===== config.mk =====
export PLATFORM = sky130hd
export DESIGN_NAME = mux64_4_2
export DESIGN_NICKNAME = d
export VERILOG_FILES = /design/src/rtl/mux64_4_2_pkg.sv /design/src/rtl/mux4_slice.sv /design/src/rtl/mux64_4_2.sv
export SDC_FILE = /design/constraint.sdc
export NUM_CORES = 1
export LEC_CHECK = 0
export ABC_AREA = 1
export BUFFER_PORTS_ARGS = -buffer_cell sky130_fd_sc_hd__buf_2
export CAP_MARGIN = 0
export CELL_PAD_IN_SITES_DETAIL_PLACEMENT = 1
export CELL_PAD_IN_SITES_GLOBAL_PLACEMENT = 2
export CORE_MARGIN = 4
export CORE_UTILIZATION = 17
export CTS_BUF_LIST = sky130_fd_sc_hd__clkbuf_4 sky130_fd_sc_hd__clkbuf_8 sky130_fd_sc_hd__clkbuf_16
export CTS_CLUSTER_SIZE = 10
export DETAILED_ROUTE_END_ITERATION = 10
export GPL_TIMING_DRIVEN = 0
export PLACE_DENSITY = 0.86
export SYNTH_ARGS = -nofsm -noshare
export SYNTH_HDL_FRONTEND = slang
export SYNTH_SLANG_ARGS = --single-unit

===== constraint.sdc =====
create_clock -name clk -period 1.5 [get_ports clk]
set_input_delay 0.3 -clock clk [delete_from_list [all_inputs] [get_ports clk]]
set_output_delay 0.3 -clock clk [all_outputs]
set_load 0.1 [all_outputs]

===== src/rtl/mux64_4_2_pkg.sv =====
// ============================================================================
// Module      : mux64_4_2_pkg
// Description : Shared constants and select typedef for the mux64_4_2 block.
// Revision    : 1.0 - initial release
// ============================================================================
`default_nettype none

package mux64_4_2_pkg;

  localparam int WIDTH_DEFAULT = 64;
  localparam int SEL_W         = 2;

  typedef enum logic [SEL_W-1:0] {
    SEL_Y0 = 2'b00,
    SEL_Y1 = 2'b01,
    SEL_Y2 = 2'b10,
    SEL_Y3 = 2'b11
  } sel_t;

endpackage

`default_nettype wire


===== src/rtl/mux4_slice.sv =====
// ============================================================================
// Module      : mux4_slice
// Description : Parameterised-width 4:1 combinational mux, zero on unknown select.
// Revision    : 1.0 - initial release
// ============================================================================
`default_nettype none

module mux4_slice
  import mux64_4_2_pkg::*;
#(
  parameter int WIDTH = WIDTH_DEFAULT
) (
  input  logic [WIDTH-1:0] y0,
  input  logic [WIDTH-1:0] y1,
  input  logic [WIDTH-1:0] y2,
  input  logic [WIDTH-1:0] y3,
  input  logic [SEL_W-1:0] sel,
  output logic [WIDTH-1:0] z
);

  // Case items match exactly, so an X/Z select falls to the zero arm.
  always_comb begin
    z = '0;
    case (sel)
      SEL_Y0:  z = y0;
      SEL_Y1:  z = y1;
      SEL_Y2:  z = y2;
      SEL_Y3:  z = y3;
      default: z = '0;
    endcase
  end

endmodule

`default_nettype wire


===== src/rtl/mux64_4_2.sv =====
// ============================================================================
// Module      : mux64_4_2
// Description : 4:1 WIDTH-bit mux with a registered copy of output/select and
//               a change flag. Option macro: MUX64_4_2_OUT_REG_EN (z from z_q).
// Revision    : 1.0 - initial release
// ============================================================================
`default_nettype none

module mux64_4_2
  import mux64_4_2_pkg::*;
#(
  parameter int WIDTH = WIDTH_DEFAULT
) (
  input  logic             clk,
  input  logic             rst_n,
  input  logic [WIDTH-1:0] y0,
  input  logic [WIDTH-1:0] y1,
  input  logic [WIDTH-1:0] y2,
  input  logic [WIDTH-1:0] y3,
  input  logic [1:0]       x,
  output logic [WIDTH-1:0] z,
  output logic [WIDTH-1:0] z_q,
  output logic [1:0]       sel_q,
  output logic             z_chg
);

  logic [WIDTH-1:0] mux_out;

  mux4_slice #(
    .WIDTH (WIDTH)
  ) u_slice (
    .y0  (y0),
    .y1  (y1),
    .y2  (y2),
    .y3  (y3),
    .sel (x),
    .z   (mux_out)
  );

  // z_chg compares against the value z_q held before this capture.
  always_ff @(posedge clk or negedge rst_n) begin
    if (!rst_n) begin
      z_q   <= '0;
      sel_q <= SEL_Y0;
      z_chg <= 1'b0;
    end else begin
      z_q   <= mux_out;
      sel_q <= x;
      z_chg <= (mux_out != z_q);
    end
  end

`ifdef MUX64_4_2_OUT_REG_EN
  assign z = z_q;
`else
  assign z = mux_out;
`endif

endmodule

`default_nettype wire


==> run summary <==
Failing checks = negative setup slack
Dpl cell area = 8330 um2
Critical path arrival = 1.58 ns
Fmax = 532 MHz
Fin Hold WS = 0.142 ns
Remaining Overflow, GRT = 0
Hold wc startpoint = x[0]
CTS tree = built
Worst r2r src = z_q[34]$_DFF_PN0_
Final worst setup slack = -0.379 ns
Die area = 32800 um2
Num CTS Buffers = 9
Slowest stage cell, crit path = or2_4
Avg Cell Area, Syn = 6.21 um2
Synth area leader = dfrtp_1
Clk_lat worst skew = 0.35 ns
Synth area leaders = dfrtp_1, nand2_1, nand3_1
Number of buffers added on ports = 390
Leakage = 5.04 nW
Power Density = 1020 nW/um2
Type of the worst min-delay path = in2reg
Die Y = 181 um
First-pass GRT wire length = 46.7 mm
Worst-case clock buffer depth = 2
Number of global-route vias before repair = 7733
Cells after Synth = 820
Slew HR = 0.608
Worst vdd ir = 465 uV
DR DRC count = 0
Filler Cells Inserted = 3692
Worst-margin pin slew = 0.588 ns
Fin area = 10400 um2
Net count reported at finish = 1519
Tmin final = 1.88 ns
CORE AREA = 29600 um2
Max-slew violations = 0
Synth warn = 0
CP peak stage delay = 0.26 ns
RSZ-0062 raised after global routing = yes
Antenna-violating nets left = 0
Final HPWL DP = 25.8 mm
Setup crit start kind = primary input
Ports = 391
Sequence of cells on the critical path = buf_12 -> nor2_4 -> inv_2 -> clkbuf_16 -> clkbuf_16 -> or2_4 -> nand2_4 -> clkinvlp_4 -> buf_12
Largest net degree at the start of global routing = 37
Critical path fanouts, max = 8
Synthesis-to-layout area growth = 105%
Hold Fails Final Rpt = 0
Max-Cap Viols = 0
Final period util = 1.25
Gp weighted congestion = 0.893
Most common cell after layout, fill and taps aside = buf_2
Ratio of cells with drive above 1 in the final layout = 0.574
All-Layer GR Usage = 0.186
Worst endpoint required time = 1.20 ns
Synth top area share = 0.329
Commonest non-fill, non-tap cells in the layout = buf_2, nand2_1, dfrtp_1
Pre-antenna DRT Iters = 4
H-Tree Level Count = 3
Post-Syn Area = 5090 um2
Die W = 181 um
CP endpoint kind = primary output
Status = finished, violations left
Routed WL per cell = 19.7 um
CTS root buf = clkbuf_16
Tot Pwr = 0.0107 W
Setup-failing EPs final = 65
Register area share after synthesis = 0.329
Syn nets = 1080
Initial Utilization = 0.172
Total Wirelength = 32.6 mm
Clock Skews = 0.00945 ns
Critical Path Start = x[1]
Seq cells post-synth = 67
Pre-CTS WS = -1.51 ns
Site row count = 63
Clock Sink Count = 67
Initial antenna violation count = 2
Critical path class = in2out
Netlist cell types = 18
Vias per inst = 4.36
Initial DRC Count = 217
Worst-path clk slew = 0.06 ns
Routed via count = 7220
## cells in the mapped netlist
| library cell | count |
|---|---|
| nand2_1 | 323 |
| nand3_1 | 91 |
| inv_1 | 74 |
| dfrtp_1 | 67 |
| o21ai_0 | 58 |
| nand3b_1 | 56 |
| or2_2 | 53 |
| nor2_1 | 43 |
| clkbuf_1 | 25 |
| or2_1 | 10 |
| buf_2 | 7 |
| inv_2 | 3 |
| o21ai_1 | 3 |
| o21bai_1 | 3 |
| buf_1 | 1 |
| clkbuf_2 | 1 |
| nor2_2 | 1 |
| o211ai_1 | 1 |
## metrics by stage
| stage | TNS (ns) | cells | util |
|---|---|---|---|
| final | -21.29 | 1655 | 0.353 |
| after global placement | -137.24 | 1600 | 0.281 |
| after floorplan | -44.47 | 820 | - |
| after detailed placement | -103.42 | 1601 | 0.282 |
| after CTS | -28.32 | 1635 | 0.330 |
| after global routing | -25.07 | 1655 | 0.353 |
## path summary, 6_finish.rpt
check | endpoint | slack [ns] | cells after the start
setup / recovery | z[14] | -0.38 | 9
hold / removal | sel_q[0]$_DFF_PN0_ | 0.14 | 1
setup reg to reg | z_chg$_DFF_PN0_ | 0.17 | 9
hold reg to reg | z_chg$_DFF_PN0_ | 0.77 | 8
max in group asynchronous | z_q[29]$_DFF_PN0_ | 0.38 | 3
min in group asynchronous | sel_q[1]$_DFF_PN0_ | 0.49 | 2
## area by class of cell
type,count,area (um2),area share
Timing Repair inverter,1,8.76,0.000840
Timing Repair Buffer,429,3220,0.308
Multi-Input combinational cell,642,3790,0.364
Clock buffer,12,254,0.0243
Antenna cell,1,2.50,0.000240
Clock inverter,4,73.8,0.00708
Tap cell,390,488,0.0468
Buffer,32,372,0.0356
Sequential cell,67,1680,0.161
Inverter,77,549,0.0527
## critical path, delay by kind of cell
kind / cells / cell delay, ns
buffers and inverters: 6 / 0.82
and+or+nand+nor: 3 / 0.44
## metal layers
layer	GRT usage	vias to the layer above	part of all wire
met1	0.221	3452	0.41
met4	0.0522	0	0.019
met3	0.0455	33	0.057
li1	-	3471	-
met5	0	-	0
met2	0.336	264	0.52
## cells by family (layout without fill, tap and decap cells)
family / Yosys count / in the layout / synth area share
and+or+nand+nor: 577 / 577 / 0.521
AOI/OAI and AO/OA: 65 / 65 / 0.0659
DFF: 67 / 67 / 0.329
other: 0 / 1 / 0
buffers and inverters: 111 / 555 / 0.0838
## where the power goes
part / total (W) / internal [W] / leakage (nW) / switching (W)
logic: 0.00606 / 0.00178 / 4.09 / 0.00428
clock network: 0.00252 / 0.00155 / 0.164 / 0.000972
registers: 0.00211 / 0.00198 / 0.792 / 0.000132
total: 0.0107 / 0.00531 / 5.04 / 0.00538
## repair_timing
item	in CTS	in global routing
cloned	2	4
setup endpoints to repair	123	86
endpoints found under the hold margin	35	0
pin swaps	6	30
hold buffers	1	0
gates resized for setup	287	167
setup buffers	16	16
## registers in the layout (all words and copies together), names as in the netlist
signal	flops
sel_q	2
z_chg	1
z_q	64
(Power assumes the default switching activity.)
